`src/rtl/sample_hex_pkg.sv`:
```
// Shared types, ASCII constants and nibble encoder for the sample hex streamer.
// The line format is hex digits followed by LF then CR.
package sample_hex_pkg;

    typedef enum logic {
        IDLE = 1'b0,
        SEND = 1'b1
    } state_e;

    localparam logic [7:0] ASCII_LF        = 8'h0A;
    localparam logic [7:0] ASCII_CR        = 8'h0D;
    localparam logic [7:0] ASCII_DIGIT_OFS = 8'h30;
    localparam logic [7:0] ASCII_ALPHA_OFS = 8'h37;

    function automatic logic [7:0] nibble_to_ascii(input logic [3:0] nib);
        logic [7:0] ch;
        if (nib < 4'd10) ch = ASCII_DIGIT_OFS + {4'h0, nib};
        else             ch = ASCII_ALPHA_OFS + {4'h0, nib};
        return ch;
    endfunction

endpackage

```
`src/rtl/sync_fifo.sv`:
```
// Single-clock FIFO with occupancy output. Head entry is visible combinationally
// on rd_data so the consumer can pop it into its own register on the same edge.
module sync_fifo #(
    parameter int WIDTH = 8,
    parameter int DEPTH = 16
) (
    input  logic                       clk,
    input  logic                       rst,
    input  logic                       wr_en,
    input  logic [WIDTH-1:0]           wr_data,
    input  logic                       rd_en,
    output logic [WIDTH-1:0]           rd_data,
    output logic                       full,
    output logic                       empty,
    output logic [$clog2(DEPTH):0]     level
);
    localparam int PTR_W = $clog2(DEPTH);
    localparam int LVL_W = PTR_W + 1;

    logic [WIDTH-1:0] mem_q [DEPTH];
    logic [PTR_W-1:0] wr_ptr_q, rd_ptr_q;
    logic [LVL_W-1:0] level_q, level_d;
    logic             push, pop;

    // Fullness/emptiness come from the registered level, so a same-cycle pop
    // never makes room for a push.
    assign full    = (level_q == LVL_W'(DEPTH));
    assign empty   = (level_q == '0);
    assign push    = wr_en && !full;
    assign pop     = rd_en && !empty;
    assign rd_data = mem_q[rd_ptr_q];
    assign level   = level_q;

    always_comb begin
        level_d = level_q;
        case ({push, pop})
            2'b10:   level_d = level_q + LVL_W'(1);
            2'b01:   level_d = level_q - LVL_W'(1);
            default: level_d = level_q;
        endcase
    end

    always_ff @(posedge clk) begin
        if (push) mem_q[wr_ptr_q] <= wr_data;
    end

    // Power-of-two depth lets the pointers wrap by plain overflow.
    always_ff @(posedge clk or posedge rst) begin
        if (rst) begin
            wr_ptr_q <= '0;
            rd_ptr_q <= '0;
            level_q  <= '0;
        end else begin
            if (push) wr_ptr_q <= wr_ptr_q + PTR_W'(1);
            if (pop)  rd_ptr_q <= rd_ptr_q + PTR_W'(1);
            level_q <= level_d;
        end
    end

endmodule

```
`src/rtl/sample_hex_streamer.sv`:
```
// Buffers ADC samples and streams each one as uppercase hex text terminated by
// LF, CR over a valid/ready byte interface, back-to-back when samples queue up.
module sample_hex_streamer
    import sample_hex_pkg::*;
#(
    parameter int DATA_BITS  = 24,
    parameter int FIFO_DEPTH = 16
) (
    input  logic                          clk,
    input  logic                          rst,
    input  logic                          in_valid,
    input  logic [DATA_BITS-1:0]          in_data,
    output logic                          m_valid,
    input  logic                          m_ready,
    output logic [7:0]                    m_data,
    input  logic                          ovf_clear,
    output logic                          overflow,
    output logic [$clog2(FIFO_DEPTH):0]   fifo_level
);
    localparam int NDIG  = DATA_BITS / 4;
    localparam int IDX_W = $clog2(NDIG + 2);
    localparam logic [IDX_W-1:0] LF_IDX = IDX_W'(NDIG);
    localparam logic [IDX_W-1:0] CR_IDX = IDX_W'(NDIG + 1);

    state_e                 state_q, state_d;
    logic [DATA_BITS-1:0]   line_q, line_d;
    logic [IDX_W-1:0]       idx_q, idx_d;
    logic                   m_valid_q, m_valid_d;
    logic [7:0]             m_data_q, m_data_d;
    logic                   overflow_q, overflow_d;

    logic                   fifo_full, fifo_empty, pop;
    logic [DATA_BITS-1:0]   fifo_head;

    sync_fifo #(
        .WIDTH (DATA_BITS),
        .DEPTH (FIFO_DEPTH)
    ) u_fifo (
        .clk     (clk),
        .rst     (rst),
        .wr_en   (in_valid),
        .wr_data (in_data),
        .rd_en   (pop),
        .rd_data (fifo_head),
        .full    (fifo_full),
        .empty   (fifo_empty),
        .level   (fifo_level)
    );

    // Byte at position idx of a line: digits MSB-first, then LF, then CR.
    function automatic logic [7:0] char_at(input logic [DATA_BITS-1:0] line,
                                           input logic [IDX_W-1:0]     idx);
        logic [DATA_BITS-1:0] sh;
        logic [7:0]           ch;
        sh = '0;
        if (idx < LF_IDX) begin
            sh = line >> (4 * (NDIG - 1 - int'(idx)));
            ch = nibble_to_ascii(sh[3:0]);
        end else if (idx == LF_IDX) begin
            ch = ASCII_LF;
        end else begin
            ch = ASCII_CR;
        end
        return ch;
    endfunction

    always_comb begin
        state_d   = state_q;
        line_d    = line_q;
        idx_d     = idx_q;
        m_valid_d = m_valid_q;
        m_data_d  = m_data_q;
        pop       = 1'b0;
        case (state_q)
            IDLE: begin
                if (!fifo_empty) begin
                    pop       = 1'b1;
                    line_d    = fifo_head;
                    idx_d     = '0;
                    m_valid_d = 1'b1;
                    m_data_d  = char_at(fifo_head, '0);
                    state_d   = SEND;
                end
            end
            SEND: begin
                if (m_ready) begin
                    if (idx_q == CR_IDX) begin
                        // Chain straight into the next queued sample without a bubble.
                        if (!fifo_empty) begin
                            pop      = 1'b1;
                            line_d   = fifo_head;
                            idx_d    = '0;
                            m_data_d = char_at(fifo_head, '0);
                        end else begin
                            m_valid_d = 1'b0;
                            state_d   = IDLE;
                        end
                    end else begin
                        idx_d    = idx_q + 1'b1;
                        m_data_d = char_at(line_q, idx_q + 1'b1);
                    end
                end
            end
            default: state_d = IDLE;
        endcase
    end

    // A drop on the same edge as a clear keeps the flag set.
    always_comb begin
        overflow_d = overflow_q;
        if (ovf_clear)              overflow_d = 1'b0;
        if (in_valid && fifo_full)  overflow_d = 1'b1;
    end

    always_ff @(posedge clk or posedge rst) begin
        if (rst) begin
            state_q    <= IDLE;
            line_q     <= '0;
            idx_q      <= '0;
            m_valid_q  <= 1'b0;
            m_data_q   <= 8'h00;
            overflow_q <= 1'b0;
        end else begin
            state_q    <= state_d;
            line_q     <= line_d;
            idx_q      <= idx_d;
            m_valid_q  <= m_valid_d;
            m_data_q   <= m_data_d;
            overflow_q <= overflow_d;
        end
    end

    assign m_valid  = m_valid_q;
    assign m_data   = m_data_q;
    assign overflow = overflow_q;

endmodule

```
`config.mk`:
```
export PLATFORM = sky130hd
export DESIGN_NAME = sample_hex_streamer
export DESIGN_NICKNAME = d
export VERILOG_FILES = /design/src/rtl/sample_hex_pkg.sv /design/src/rtl/sync_fifo.sv /design/src/rtl/sample_hex_streamer.sv
export SDC_FILE = /design/constraint.sdc
export NUM_CORES = 1
export LEC_CHECK = 0
export BUFFER_PORTS_ARGS = -buffer_cell sky130_fd_sc_hd__buf_4
export CAP_MARGIN = 25
export CORE_MARGIN = 3
export CORE_UTILIZATION = 35
export DETAILED_ROUTE_END_ITERATION = 12
export PLACE_DENSITY = 0.59
export SYNTH_ARGS = -nofsm -noshare
export SYNTH_HDL_FRONTEND = slang
export SYNTH_SLANG_ARGS = --single-unit
```
`constraint.sdc`:
```
create_clock -name clk -period 4.8 [get_ports clk]
set_input_delay 0 -clock clk [delete_from_list [all_inputs] [get_ports clk]]
set_output_delay 0 -clock clk [all_outputs]
set_load 0.05 [all_outputs]
```
======== Word level (Yosys, flattened, before mapping) ========
Memory sizes are Yosys's and may differ from the RTL's.
Cells that the tools add are included.
storage, ports and cells
  register bits ........................... 51
  latch bits .............................. 0
  bits in writable memories ............... 384
  memory bits (read-only) ................. 0
  bits of input ports ..................... 29
  word-level logic and storage cells ...... 77
  memories ................................ 1
memory list
  memory        words  bits a word  read ports  clocked after Yosys merged registers in  write ports  line             text
  u_fifo.mem_q  16     24           1           0                                        1            sync_fifo.sv:20  logic [WIDTH-1:0] mem_q [DEPTH];
operators by class
  add/sub/neg operators ................... 10
  $mul .................................... 0
  div/mod/pow operators ................... 0
  magnitude comparators ................... 3
  eq/ne operators ......................... 9
  shift operators ......................... 1
  muxes and demuxes ....................... 33
  bitwise gates (word level) .............. 1
  reductions and logical operators ........ 10
operator list
  kind                 count
  $mux 24              3
  $pmux 24 s2          1
  $mux 8               4
  $shr 24x32->4        1
  $add 6x4->7 const A  4
  $pmux 8 s2           1
  $mux 7               2
  $mux 1               13
  $mux 3               4
  $pmux 5 s2           1
  $add 4x1->4 const B  2
  $lt 4x4->1 const B   2
  $eq 3x3->1 const B   2
  $pmux 1 s2           3
  $pmux 3 s2           1
  $add 5x1->5 const B  1
  $eq 5x5->1 const B   1
  $logic_not 5->1      1
  $sub 5x1->5 const B  1
  $ne 2x1->1 const B   2
  $ne 2x2->1 const B   2
  $reduce_and 4->1     1
  $reduce_bool 2->1    2
  $sub 3x3->4 const A  1
  8 further kinds      11

======== Logic depth before layout (Yosys ltp) ========
  depth after elaboration ................. 9
  depth in mapped cells ................... 16
  gate-level depth less buffers ........... 15

======== Modules after synthesis ========
A second synthesis with hierarchy kept.
unflattened totals
  cell total of the unflattened synthesis .. 959
  area total of the unflattened synthesis .. 17650.7 sq um
by module, submodules not included
  module               times used  cells an instance  area an instance (sq um)  sequential area each (sq um)
  sync_fifo            1           779                15613.7                   11856.4
  sample_hex_streamer  1           180                2037.0                    950.9

======== Least setup slack after synthesis ========
No wires, ideal clock.
  path type ............................... register -> register
  from .................................... register u_fifo.level_q[0] (netlist: u_fifo.level[0])
  to ...................................... memory u_fifo.mem_q[3][0] (netlist name) (enable)
  library setup time ...................... 435 ps
  arrival ................................. 3220 ps
  slack ................................... 1145 ps
  cell stages (with the launch flop) ...... 5
  clock period less this slack ............ 3655 ps
  path through ............................ dfrtp_1 -> nor4_1 -> a21boi_1 -> nand2_1 -> nor3_1
on the way
  word-level cells in the longest chain between the ends .. 5
ends and longest elaborated chain
  what                          line             text
  start: declaration            sync_fifo.sv:22  logic [LVL_W-1:0] level_q, level_d;
  start signal: assignment      sync_fifo.sv:56  level_q <= level_d;
  $eq 5x5->1                    sync_fifo.sv:27  assign full = (level_q == LVL_W'(DEPTH));
  $logic_not 1->1               sync_fifo.sv:29  assign push = wr_en && !full;
  $logic_and 1x1->1             sync_fifo.sv:29
  $mux 1                        sync_fifo.sv:44  if (push) mem_q[wr_ptr_q] <= wr_data;
  $mux 1 (implied by the code)  sync_fifo.sv:44
  end: declaration              sync_fifo.sv:20
Every way passes these cells.

======== Worst setup path after layout ========
  from .................................... register idx_q[0]
  to ...................................... register m_data_q[6] (netlist: m_data[6])
on the way
  word-level cells in the longest chain between the ends .. 9
  elaborated cells on any way between the ends .. 13
  classes of those cells .................. add/sub: 4; order compare: 2; eq/ne: 1; shift: 1; mux: 5
ends and longest elaborated chain
  what                                       line                        text
  start: declaration                         sample_hex_streamer.sv:27   logic [IDX_W-1:0] idx_q, idx_d;
  start signal: assignment                   sample_hex_streamer.sv:126  idx_q <= idx_d;
  $add 3x1->3                                sample_hex_streamer.sv:100  m_data_d = char_at(line_q, idx_q + 1'b1);
  $sub 3x3->4                                sample_hex_streamer.sv:57   sh = line >> (4 * (NDIG - 1 - int'(idx)));
  $shr 24x32->4                              sample_hex_streamer.sv:57
  $add 6x4->7, or another cell as far along  sample_hex_pkg.sv:18        else ch = ASCII_ALPHA_OFS + {4'h0, nib};
  $mux 7                                     sample_hex_pkg.sv:17        if (nib < 4'd10) ch = ASCII_DIGIT_OFS + {4'h0, nib};
  $mux 8                                     sample_hex_streamer.sv:56   if (idx < LF_IDX) begin
  $mux 8 (*)                                 sample_hex_streamer.sv:87   if (idx_q == CR_IDX) begin
  $mux 8 (*)                                 sample_hex_streamer.sv:86   if (m_ready) begin
  $pmux 8 s2 (*)                             sample_hex_streamer.sv:74   case (state_q)
  end signal: assignment                     sample_hex_streamer.sv:128  m_data_q <= m_data_d;
  end: declaration                           sample_hex_streamer.sv:29   logic [7:0] m_data_q, m_data_d;
Every way passes the cells marked *; elsewhere a longest branch is shown, timed or not. The select of a mux whose other input is x is not followed.
A chain may end at the register's enable or synchronous reset.

==> key figures <==
Synthesis
  – Asr flop ratio synth: 11.7%
  – Gate Count Post-Synth: 849
  – Synth unique cells: 52
  – Synth top area cells: edfxtp_1 (67%), mux4_2 (15%), dfrtp_1 (7.4%)
  – Yosys warns: 0
  – Post-Syn Area per Cell: 20.4 sq um
  – Post-Synthesis Cell Area: 17300 sq um
  – Post-synth net total: 893
  – Post-synthesis register bit count: 435
  – EDFF count, synth: 384
  – Top-area cell type share of the netlist area: 66.6%
  – Share of the yosys chip area belonging to registers: 74.0%
  – Most used DFF post-synth: edfxtp_1
  – Area leader, netlist: edfxtp_1

Clock tree
  – CTS max path bufs: 3
  – CTS sink count: 435
  – H-tree Lvls: 2
  – CTS root buf: clkbuf_16
  – Reg clk slew, reported paths: 60 ps
  – Worst skew pair latency: 560 ps
  – CTS-repair resized insts: 0
  – CTS buffer count: 45
  – CTS tree: built
  – # Post-CTS Setup Buffers: 0

Flow run
  – Max Cap Viol: 0

Timing
  – RSZ-0062 raised after global routing: no
  – Period utilization: 67.4%
  – Tmin final: 3230 ps
  – Peak Freq: 0.309 GHz
  – Worst Skew: 17.3 ps
  – Worst Tran Pin Value: 827 ps
  – Final setup fails: 0
  – Final hold vios: 0
  – Final worst slack: 1570 ps
  – Setup TNS after final layout: 0 ps
  – Worst slew margin: 44.7%
  – Final Max Tran Viols: 0

Worst setup path
  – CP max-delay cell: dfrtp_1
  – Crit-path leading delay family: adder cells
  – Cell Chain, Critical Path: ha_1, ha_1, ha_1, mux4_2, a21boi_0, or2_2, ha_1, a21boi_0, a221o_1
  – Endpoint class of the critical path: flop
  – Slowest Stage Delay on Critical Path: 570 ps
  – Worst Path Arrival: 3670 ps
  – CP Data Required Time: 5240 ps
  – Critical Path Start Type: flop
  – CP max FO: 11
  – Critical path class: flop to flop
  – Most frequent CP cell: ha_1
  – Crit path buf inv count: 0

Place
  – Gpl congestion: 0.756
  – Pre-CTS setup slack: 1540 ps
  – Number of I/O port buffers: 43
  – Hpwl dp: 21100 um

Floorplan
  – Core Region: 48200 sq um
  – I/O pins: 44
  – Die Footprint: 52100 sq um
  – DIE WIDTH: 228 um
  – Row count: 80
  – Die Y: 228 um
  – Initial Util: 35.9%

Final layout
  – Layout cell share with drive strength beyond 1: 27.4%
  – Total Nets Final: 997
  – Commonest non-fill, non-tap cells in the layout: edfxtp_1 (384), mux4_2 (114), nand2_1 (89)
  – Diode count: 0
  – Area growth, synth to finish: 16.9%
  – Commonest non-fill, non-tap cell in the layout: edfxtp_1

Global route
  – Gr ovfl total: 0
  – Pin count of the biggest net entering global routing: 88
  – Gr usage total: 14.2%
  – First-pass GRT wire length: 55600 um
  – Initial antenna violation count: 1
  – Vias in the first global route: 8495

Power
  – Switching Share: 30.5%
  – Sw Pwr: 3.52 mW
  – Flop pwr share: 43.3%
  – Pleak: 6.72 nW
  – Pint: 8.00 mW
  – Clock Power Share: 27.4%
  – Combinational power share: 29.3%
  – Peak supply drop: 0.266 mV
  – Power Density: 569 nW/um^2

Routing
  – Vias post-DR: 8221
  – WL final: 36800 um
  – Final ANT Viol Nets: 0
  – DR DRC count: 0
  – DR pass1 iterations: 5
  – DRT iter0 DRCs: 735
  – Via density: 5.01
  – Post-DR wirelength/cell: 22.4 um

Run status
  – Outcome: finished, final reports clean

Hold path
  – Min-Delay Path Class: input port to flop
path summary, 6_finish.rpt:
check	start	endpoint	slack, ps	cells past startpoint
max	idx_q[0]$_DFFE_PP0N_	m_data[6]$_DFFE_PP0N_	1570	9
min	in_data[9]	u_fifo.mem_q[6][9]$_DFFE_PP_	290	2
max reg2reg	idx_q[0]$_DFFE_PP0N_	m_data[6]$_DFFE_PP0N_	1570	9
min reg2reg	line_q[8]$_DFFE_PP0P_	line_q[8]$_DFFE_PP0P_	480	2
max in group asynchronous	rst	u_fifo.rd_ptr_q[3]$_DFFE_PP0P_	3760	5
min in group asynchronous	rst	u_fifo.level[1]$_DFFE_PP0P_	510	4
metal layers:
| metal | vias to the layer above | GRT usage (%) | wire [um] |
|---|---|---|---|
| li1 | 3646 | - | - |
| met1 | 4320 | 20.0 | 16400 |
| met2 | 198 | 22.6 | 17700 |
| met3 | 55 | 2.55 | 1810 |
| met4 | 2 | 4.34 | 854 |
| met5 | - | 0 | 13 |
sequential cells by signal (all words and copies together), names as in the netlist:
| name | count |
|---|---|
| u_fifo.level | 5 |
| line_q | 24 |
| u_fifo.mem_q | 384 |
| u_fifo.wr_ptr_q | 4 |
| state_q | 1 |
| idx_q | 3 |
| u_fifo.rd_ptr_q | 4 |
| m_valid | 1 |
| overflow | 1 |
| m_data | 8 |
Yosys cell counts, types with 4 or more instances:
cell / count
dfrtp_1: 51
nand2b_1: 7
nand3_1: 4
mux2i_1: 7
nor2b_1: 4
xnor2_1: 11
a21oi_1: 10
o21ai_0: 11
nor2_1: 24
clkbuf_1: 14
nor3_1: 7
nand2_1: 89
inv_1: 15
buf_2: 14
mux4_2: 114
buf_6: 6
buf_1: 4
or2_2: 4
mux4_1: 8
ha_1: 14
edfxtp_1: 384
cells by family (layout without fill, tap and decap cells):
group           count (synthesis)  after routing  share of synthesized area, %
flops                         435            435                          74.0
simple gates                  148            148                          3.66
mux                           133            133                          16.7
buf+inv                        56            192                          1.83
compound gates                 48             48                          1.92
fa+ha+maj                      15             15                          1.13
xor+xnor                       14             14                         0.709
final cells by class:
| class | instances | area (sq um) |
|---|---|---|
| Tap cell | 656 | 821 |
| Clock inverter | 23 | 136 |
| Sequential cell | 435 | 12800 |
| Multi-Input combinational cell | 358 | 4290 |
| Clock buffer | 56 | 1170 |
| Timing Repair Buffer | 98 | 938 |
| Fill cell | 4256 | 28000 |
| Inverter | 15 | 56.3 |
power by group through the flow:
stage / registers (mW) / clock network (mW) / logic [mW]
floorplan: 5.03 / 0 / 2.48
global placement: 5.06 / 0 / 3.37
detailed placement: 5.07 / 0 / 3.42
CTS: 5.00 / 3.23 / 3.45
global route: 5.05 / 3.38 / 3.70
finish: 4.99 / 3.15 / 3.38
stage by stage:
stage / util (%) / hold WS, ps / std cells / cell area [sq um] / power [mW]
2_1_floorplan: - / 98.9 / 849 / 17300 / 7.52
3_3_place_gp: 38.3 / 202 / 1524 / 18500 / 8.43
3_5_place_dp: 38.6 / -35.3 / 1531 / 18600 / 8.49
4_1_cts: 41.9 / 261 / 1640 / 20200 / 11.7
5_1_grt: 41.9 / 296 / 1641 / 20200 / 12.1
6_report: 41.9 / 287 / 1641 / 20200 / 11.5
repair_timing:
action                                 4_1_cts  5_1_grt
endpoints found under the hold margin      448        0
setup endpoints to repair                    0        0
hold buffers                                30        0
Note: power is estimated with default switching activity, not from simulation.
